<file path="src/rtl/pmc_prog_loader_if.sv">
// pmc_prog_loader_if: host CPU bus seen by the PMC program loader.
// Ports (as signals): pin_CS (active-low select), pin_NRD (1 = write),
// pin_BK (bank, loader answers on 0), pin_AB (13-bit address),
// db_in (write data), db_out/db_oe (read data and its drive enable).
// master = host side, slave = loader side.
interface pmc_prog_loader_if;
    logic        pin_CS;
    logic        pin_NRD;
    logic        pin_BK;
    logic [12:0] pin_AB;
    logic [7:0]  db_in;
    logic [7:0]  db_out;
    logic        db_oe;

    modport master (
        output pin_CS, pin_NRD, pin_BK, pin_AB, db_in,
        input  db_out, db_oe
    );

    modport slave (
        input  pin_CS, pin_NRD, pin_BK, pin_AB, db_in,
        output db_out, db_oe
    );
endinterface

</file>
<file path="src/rtl/pmc_prog_loader.sv">
// pmc_prog_loader: packs byte-wide host writes into WORD_W-bit words and
// writes them to a DEPTH-entry iram with auto-increment; holds run/start_pc.
// Ports:
//   pin_M12, pin_RST   clock, synchronous active-high reset
//   bus                host bus (pmc_prog_loader_if.slave)
//   iram_we/a/d        one-cycle write strobe, address, assembled word
//   iram_q             iram read data, combinational from iram_a
//   run, start_pc      control register outputs
//   ovf, err           sticky pointer-wrap and write-while-running flags
// Build option: define PMC_READBACK_EN to service host reads (NRD=0);
// without it reads are ignored and db_out/db_oe are tied low.
module pmc_prog_loader #(
    parameter int          WORD_W    = 36,
    parameter int          DEPTH     = 64,
    parameter int          AW        = 6,
    parameter logic [12:0] CTRL_ADDR = 13'h200,
    parameter logic [12:0] DATA_ADDR = 13'h000
) (
    input  logic              pin_M12,
    input  logic              pin_RST,
    pmc_prog_loader_if.slave  bus,
    output logic              iram_we,
    output logic [AW-1:0]     iram_a,
    output logic [WORD_W-1:0] iram_d,
    input  logic [WORD_W-1:0] iram_q,
    output logic              run,
    output logic [AW-1:0]     start_pc,
    output logic              ovf,
    output logic              err
);
    localparam int            B    = (WORD_W + 7) / 8;
    localparam int            BW   = 8 * B;
    localparam logic [2:0]    LAST = 3'(B - 1);
    localparam logic [AW-1:0] TOP  = AW'(DEPTH - 1);

    logic          cs_q;
    logic [2:0]    byte_cnt;
    logic [AW-1:0] word_ptr;
    logic [AW-1:0] commit_a;
    logic [AW-1:0] ptr_inc;
    logic [BW-1:0] shift;
    logic [BW-1:0] shift_n;
    logic [5:0]    sh;
    logic          acc;
    logic          ctrl_hit;
    logic          data_hit;
    logic          ctrl_wr;
    logic          data_wr;
    logic          data_rd;
    logic          advance;
    logic          last;
    logic          wrap;

    // An access is the first cycle CS is seen low after being seen high.
    assign acc      = cs_q & ~bus.pin_CS & ~bus.pin_BK;
    assign ctrl_hit = acc & (bus.pin_AB == CTRL_ADDR);
    assign data_hit = acc & (bus.pin_AB == DATA_ADDR);
    assign ctrl_wr  = ctrl_hit & bus.pin_NRD;
    assign data_wr  = data_hit & bus.pin_NRD & ~run;
    assign advance  = data_wr | data_rd;
    assign last     = byte_cnt == LAST;
    assign wrap     = word_ptr == TOP;
    assign ptr_inc  = wrap ? '0 : word_ptr + 1'b1;
    assign sh       = {byte_cnt, 3'b000};
    // Little-endian byte lane insert; bits past WORD_W fall off at commit.
    assign shift_n  = (shift & ~(BW'(8'hFF) << sh)) | (BW'(bus.db_in) << sh);
    assign iram_a   = iram_we ? commit_a : word_ptr;

    always_ff @(posedge pin_M12) begin
        if (pin_RST) begin
            cs_q     <= 1'b1;
            byte_cnt <= '0;
            word_ptr <= '0;
            commit_a <= '0;
            shift    <= '0;
            iram_we  <= 1'b0;
            iram_d   <= '0;
            run      <= 1'b0;
            start_pc <= '0;
            ovf      <= 1'b0;
            err      <= 1'b0;
        end else begin
            cs_q    <= bus.pin_CS;
            iram_we <= data_wr & last;
            if (data_hit & bus.pin_NRD & run)
                err <= 1'b1;
            if (data_wr)
                shift <= shift_n;
            if (advance)
                byte_cnt <= last ? 3'd0 : byte_cnt + 3'd1;
            if (advance & last)
                word_ptr <= ptr_inc;
            if (data_wr & last) begin
                commit_a <= word_ptr;
                iram_d   <= shift_n[WORD_W-1:0];
                if (wrap)
                    ovf <= 1'b1;
            end
            if (ctrl_wr) begin
                run      <= bus.db_in[7];
                start_pc <= AW'(bus.db_in[6:0]);
                word_ptr <= '0;
                byte_cnt <= '0;
                ovf      <= 1'b0;
                err      <= 1'b0;
            end
        end
    end

`ifdef PMC_READBACK_EN
    logic [BW-1:0] q_pad;
    logic [7:0]    rd_byte;

    // Reads walk the same byte/word pointers as writes but never strobe
    // iram_we and never flag a wrap; they are held off while running.
    assign data_rd = data_hit & ~bus.pin_NRD & ~run;
    assign q_pad   = BW'(iram_q);
    assign rd_byte = 8'(q_pad >> sh);

    always_ff @(posedge pin_M12) begin
        if (pin_RST) begin
            bus.db_out <= '0;
            bus.db_oe  <= 1'b0;
        end else if (ctrl_hit & ~bus.pin_NRD) begin
            bus.db_out <= {run, ovf, err, 2'b00, byte_cnt};
            bus.db_oe  <= 1'b1;
        end else if (data_rd) begin
            bus.db_out <= rd_byte;
            bus.db_oe  <= 1'b1;
        end else if (bus.pin_CS) begin
            bus.db_oe  <= 1'b0;
        end
    end
`else
    logic unused_q;

    assign data_rd    = 1'b0;
    assign bus.db_out = '0;
    assign bus.db_oe  = 1'b0;
    assign unused_q   = ^iram_q;
`endif
endmodule

</file>
<file path="src/flat_wrapper.sv">
// flat-port wrapper written by rule: the top's interface ports become plain ports
module pmc_prog_loader_flat 
#(
    parameter int          WORD_W    = 36,
    parameter int          DEPTH     = 64,
    parameter int          AW        = 6,
    parameter logic [12:0] CTRL_ADDR = 13'h200,
    parameter logic [12:0] DATA_ADDR = 13'h000
)
  (pin_M12, pin_RST, iram_we, iram_a, iram_d, iram_q, run, start_pc, ovf, err, bus_pin_CS, bus_pin_NRD, bus_pin_BK, bus_pin_AB, bus_db_in, bus_db_out, bus_db_oe);
  pmc_prog_loader_if bus_i ();
  input  logic pin_M12;
  input  logic pin_RST;
  output logic iram_we;
  output logic [AW-1:0] iram_a;
  output logic [WORD_W-1:0] iram_d;
  input  logic [WORD_W-1:0] iram_q;
  output logic run;
  output logic [AW-1:0] start_pc;
  output logic ovf;
  output logic err;
  input wire logic [$bits(bus_i.pin_CS)-1:0] bus_pin_CS;
  input wire logic [$bits(bus_i.pin_NRD)-1:0] bus_pin_NRD;
  input wire logic [$bits(bus_i.pin_BK)-1:0] bus_pin_BK;
  input wire logic [$bits(bus_i.pin_AB)-1:0] bus_pin_AB;
  input wire logic [$bits(bus_i.db_in)-1:0] bus_db_in;
  output wire logic [$bits(bus_i.db_out)-1:0] bus_db_out;
  output wire logic [$bits(bus_i.db_oe)-1:0] bus_db_oe;
  assign bus_i.pin_CS = bus_pin_CS;
  assign bus_i.pin_NRD = bus_pin_NRD;
  assign bus_i.pin_BK = bus_pin_BK;
  assign bus_i.pin_AB = bus_pin_AB;
  assign bus_i.db_in = bus_db_in;
  assign bus_db_out = bus_i.db_out;
  assign bus_db_oe = bus_i.db_oe;
  pmc_prog_loader #(.WORD_W(WORD_W), .DEPTH(DEPTH), .AW(AW), .CTRL_ADDR(CTRL_ADDR), .DATA_ADDR(DATA_ADDR)) u_core (.pin_M12(pin_M12), .pin_RST(pin_RST), .bus(bus_i), .iram_we(iram_we), .iram_a(iram_a), .iram_d(iram_d), .iram_q(iram_q), .run(run), .start_pc(start_pc), .ovf(ovf), .err(err));
endmodule
</file>
<file path="config.mk">
export PLATFORM = sky130hd
export DESIGN_NAME = pmc_prog_loader_flat
export DESIGN_NICKNAME = d
export VERILOG_FILES = /design/src/rtl/pmc_prog_loader_if.sv /design/src/rtl/pmc_prog_loader.sv /design/src/flat_wrapper.sv
export SDC_FILE = /design/constraint.sdc
export NUM_CORES = 1
export LEC_CHECK = 0
export ABC_CLOCK_PERIOD_IN_PS = 5550
export BUFFER_PORTS_ARGS = -buffer_cell sky130_fd_sc_hd__buf_2
export CAP_MARGIN = 20
export CELL_PAD_IN_SITES_DETAIL_PLACEMENT = 2
export CELL_PAD_IN_SITES_GLOBAL_PLACEMENT = 2
export CORE_ASPECT_RATIO = 1.25
export CORE_MARGIN = 8
export CORE_UTILIZATION = 32
export CTS_CLUSTER_SIZE = 8
export DETAILED_ROUTE_END_ITERATION = 12
export PLACE_DENSITY = 0.89
export SYNTH_ARGS = -nofsm -noshare
export SYNTH_HDL_FRONTEND = slang
export SYNTH_SLANG_ARGS = --single-unit
</file>
<file path="constraint.sdc">
create_clock -name pin_M12 -period 5.55 [get_ports pin_M12]
set_clock_uncertainty 0.15 [all_clocks]
set_input_delay 1.11 -clock pin_M12 [delete_from_list [all_inputs] [get_ports pin_M12]]
set_output_delay 1.11 -clock pin_M12 [all_outputs]
set_load 0.01 [all_outputs]
</file>
Word level (Yosys, flattened, before mapping). Index checks and enable logic that the tools add are counted. W data, S select, Z words.

Add/subtract/negate cells: 2. Eq/ne operators: 3. Shift-type cells: 2. Muxes and demuxes: 3. Bitwise gates (word level): 15. Reductions and logical operators: 3.

Operators with widths (number): $and A40 B40 Y40 (1); $not A40 Y40 (1); $or A40 B40 Y40 (1); $shl A8 B6 Y40 (1); $shl A8 B6 Y40 const A (1); $eq A13 B10 Y1 const B (1); $logic_not A13 Y1 (1); $mux W6 (2); $and A1 B1 Y1 (9); $add A6 B1 Y6 const B (1); $eq A6 B6 Y1 const B (1); $add A3 B1 Y3 const B (1); $eq A3 B3 Y1 const B (1); $mux W3 (1); $not A1 Y1 (3); $reduce_and A2 Y1 (1); $reduce_or A2 Y1 (1).

Register bits after elaboration: 102. Input port bits: 62.

Depth between registers and ports, before layout.
Word-level depth: 8. Gate-level depth with buffers: 7. Gate-level depth less buffers: 6.

Worst setup path before layout. OpenSTA, ideal clock, no wires.

Kind: input port to flip-flop. From: input bus_pin_AB[8]. To: register u_core.commit_a[3]. Arrival time: 2.511 ns. Setup slack: 2.820 ns. Stages on the path: 5. Cell sequence: or4_4 > nor4_4 > buf_6 > nand3_1 > a21oi_1.

Word-level cells in the longest chain between the ends: 5.

Ends and longest elaborated chain: start, declared (RTL line flat_wrapper.sv:25) `input wire logic [$bits(bus_i.pin_AB)-1:0] bus_pin_AB;`; $logic_not A13 Y1 (RTL line pmc_prog_loader.sv:57) `assign data_hit = acc & (bus.pin_AB == DATA_ADDR);`; $and A1 B1 Y1 (RTL line pmc_prog_loader.sv:57); $and A1 B1 Y1 (2 in a row) (RTL line pmc_prog_loader.sv:59) `assign data_wr = data_hit & bus.pin_NRD & ~run;`; $and A1 B1 Y1 (RTL line pmc_prog_loader.sv:93) `if (data_wr & last) begin`; end signal, assigned (RTL line pmc_prog_loader.sv:94) `commit_a <= word_ptr;`; end, declared (RTL line pmc_prog_loader.sv:39) `logic [AW-1:0] commit_a;`.

No other way between the ends. A chain may end at the register's enable or synchronous reset.

Worst setup path after layout.
From: input bus_pin_AB[8]. To: register u_core.word_ptr[4].

Word-level cells in the longest chain between the ends: 5.

Ends and longest elaborated chain: $logic_not A13 Y1 (RTL line pmc_prog_loader.sv:57); $and A1 B1 Y1 (RTL line pmc_prog_loader.sv:57); $and A1 B1 Y1 (2 in a row) (RTL line pmc_prog_loader.sv:59); $and A1 B1 Y1 (RTL line pmc_prog_loader.sv:91) `if (advance & last)`; end signal, assigned (RTL line pmc_prog_loader.sv:92) `word_ptr <= ptr_inc;`; end, declared (RTL line pmc_prog_loader.sv:38) `logic [AW-1:0] word_ptr;`.

Several ways; a longest one is shown, not always the timed one.

==> impl_metrics.py <==
metrics = {
    "run_status": {
        "status": "finished, final reports clean",
    },
    "global_route": {
        "grt_first_pass_wirelength_mm": 24.9,
        "grt_overflow": 0,
        "antenna_found_initial": 0,
        "grt_max_degree": 51,
        "grt_pass1_vias": 4551,
        "grt.total_usage_pct": 18.2,
    },
    "drt": {
        "route.vias.total": 4107,
        "antenna_left": 0,
        "wirelength_mm": 15.6,
        "avgRoutedWirePerCell_um": 21.4,
        "vias_per_cell": 5.65,
        "dr.first_iter.drc_count": 223,
        "drc": 0,
        "drtPass1Iterations": 4,
    },
    "timing": {
        "finalSetupTns_ns": 0,
        "fin_crit_sh_pct": 63.9,
        "finalHoldViolations": 0,
        "min_period_ns": 3.54,
        "slew_headroom_pct": 28.2,
        "tightest_slew_ns": 1.07,
        "setup-violations-final": 0,
        "rsz0062_at_grt": "no",
        "drv_slew": 0,
        "clock.fmax_mhz": 282,
        "hold_ws_ns": 0.321,
    },
    "placed_design": {
        "postPlaceCellArea_mm2": 0.00464,
        "dpl.cell_count": 711,
        "gp_congestion": 0.771,
        "port_buffers": 77,
        "dp_hpwl_mm": 9.88,
    },
    "cells_and_area": {
        "num-fill-cells": 1469,
        "drive_gt1_share_pct": 20.5,
        "layout.nets": 619,
        "final-instance-count-excl-fill": 727,
        "fin_area_mm2": 0.00497,
        "area_growth_pct": 16.9,
        "multi_input_area_mm2": 0.00206,
        "diodes": 0,
        "regArea_mm2": 0.00188,
    },
    "worst_setup_path": {
        "crit_type": "in2reg",
        "rrSetupSlack_ns": 2.90,
        "critPathBufInv": 2,
        "reg2reg_depth": 5,
        "startpoint_type": "input pin",
        "crit_chain": "buf_2 > nor4_1 > nand4_1 > buf_4 > or4_1 > a21oi_1",
        "crit_family": "simple AND/OR/NAND/NOR gates",
        "end_kind": "flop",
        "cpPeakStageDelay_ns": 0.72,
        "crit_fanout": 41,
        "cp_data_arrival_time_ns": 3.67,
        "cp.required_ns": 5.67,
        "crit_path_top_delay_cell": "nor4_1",
        "crit_cells": 6,
    },
    "pwr": {
        "p_leak_nw": 1.78,
        "finalPower_mw": 1.42,
        "powerDensity_mw_per_mm2": 286,
        "peakVddDrop_uv": 145,
    },
    "yosys": {
        "synth.largest_area_cell": "dfxtp_1",
        "yosys.area.top_type_share_pct": 44.3,
        "ys_types": 37,
        "synth_seq_cells": 94,
        "ys_warn_count": 0,
        "netlist_instances": 506,
        "avgSynthCellArea_um2": 8.40,
        "synth_flop_cell": "dfxtp_1",
        "synth_common_cells": "dfxtp_1 (94), a21oi_1 (82), o21ai_0 (78), nand3_1 (75), clkbuf_1 (30)",
        "async_flop_share_pct": 0,
        "yosysMostFrequentCell": "dfxtp_1",
        "synth-edff-count": 0,
        "synth.area.top_cells": "dfxtp_1 (44%), a21oi_1 (9.7%), o21ai_0 (9.2%)",
        "yosysSeqAreaShare_pct": 44.3,
        "syn-cell-area_mm2": 0.00425,
    },
    "die": {
        "io_pins": 123,
        "die_area_mm2": 0.0172,
        "core_area_mm2": 0.0131,
        "dieWidth_um": 119,
        "initial_core_util_pct": 32.4,
        "dieHeight_um": 145,
        "rows": 47,
    },
    "hold_path": {
        "worstHoldPathCells": 2,
        "hold_class": "reg2reg",
    },
    "clock_tree": {
        "cts_hold_buf": 0,
        "cts_resized": 0,
        "path_clk_slew_ns": 0.07,
        "cts_tree": "built",
        "cts_setup_buffers": 0,
        "cts-htree-levels": 3,
        "cts_buffer_depth": 2,
        "clkLatencyLatePin_ns": 0.35,
        "numCtsBuffers": 9,
        "cts_sinks": 94,
        "cts_root_buffer": "clkbuf_16",
    },
    "run": {
        "cap_violations": 0,
    },
}
## cells in the final DEF, fill, tap and decap left out, types with 2 or more instances in the layout
cell and instances:
conb_1 9, a21oi_1 82, inv_6 2, dfxtp_1 94
mux2_2 6, a22o_1 24, or4_1 5, clkinvlp_4 2
o21ai_0 78, buf_4 6, bufinv_16 2, nor4b_2 2
nand4_1 9, o31ai_1 2, clkbuf_16 9, nor3b_1 2
inv_1 14, a31oi_1 3, nand3_1 74, o32ai_1 8
ha_1 6, nor2_1 7, nand2_1 6, nor3_1 2
nand2b_1 10, buf_2 77
## per-layer routing
metal	track usage [%]	share of wire (%)	vias up
met5	0	0	-
met4	8.61	3.1	0
met3	3.88	4.5	29
met2	32.9	51	93
met1	19.8	41	2059
li1	-	-	1926
## path summary, 6_finish.rpt
path	startpoint	to
setup / recovery	bus_pin_AB[8]	u_core.word_ptr[4]
setup reg to reg	u_core.cs_q	u_core.word_ptr[3]
hold / removal	u_core.iram_d[1]	u_core.iram_d[1]
hold reg to reg	u_core.iram_d[1]	u_core.iram_d[1]
## flip-flops by register name, summed over array words and instances (netlist names)
| signal | count |
|---|---|
| u_core.byte_cnt | 3 |
| u_core.commit_a | 6 |
| u_core.cs_q | 1 |
| u_core.err | 1 |
| u_core.iram_d | 36 |
| u_core.iram_we | 1 |
| u_core.ovf | 1 |
| u_core.run | 1 |
| u_core.shift | 32 |
| u_core.start_pc | 6 |
| u_core.word_ptr | 6 |
## worst reg2reg max path: stages (launching register included)
cell and delay [ns]:
dfxtp_1 0.31, nor4b_2 0.33, nand3_2 0.54, buf_4 0.51, or4_1 0.56, a31oi_1 0.17
## power breakdown
part	leakage [nW]	switching (mW)	internal [mW]	total (mW)
Clock	0.156	0.284	0.411	0.695
Sequential	0.757	0.00152	0.675	0.677
Combinational	0.863	0.0363	0.0129	0.0492
## through the flow
stage,setup WS [ns],util [%]
detailed placement,1.61,35.4
CTS,1.95,37.9
floorplan,2.82,-
global route,1.81,37.9
finish,2.01,37.9
global placement,1.73,35.4
## cell families (layout without fill, tap and decap cells)
group	after synthesis	after routing	share of synthesized area, %
adder cells (fa/ha/maj)	6	6	1.77
flip-flops	94	94	44.3
buffers and inverters	71	113	8.25
multiplexers	6	6	1.59
AO/OA/AOI/OAI	200	200	26.8
other	1	9	0.0883
AND/OR/NAND/NOR	128	128	17.2
## area by class of cell
type	count	area share, %
sequential	94	37.9
clock inverter	6	1.86
inverter	14	1.06
timing repair buffer	83	8.66
clock buffer	10	4.81
multi-input combinational	349	41.4
tap	171	4.31
(Power assumes the default switching activity.)
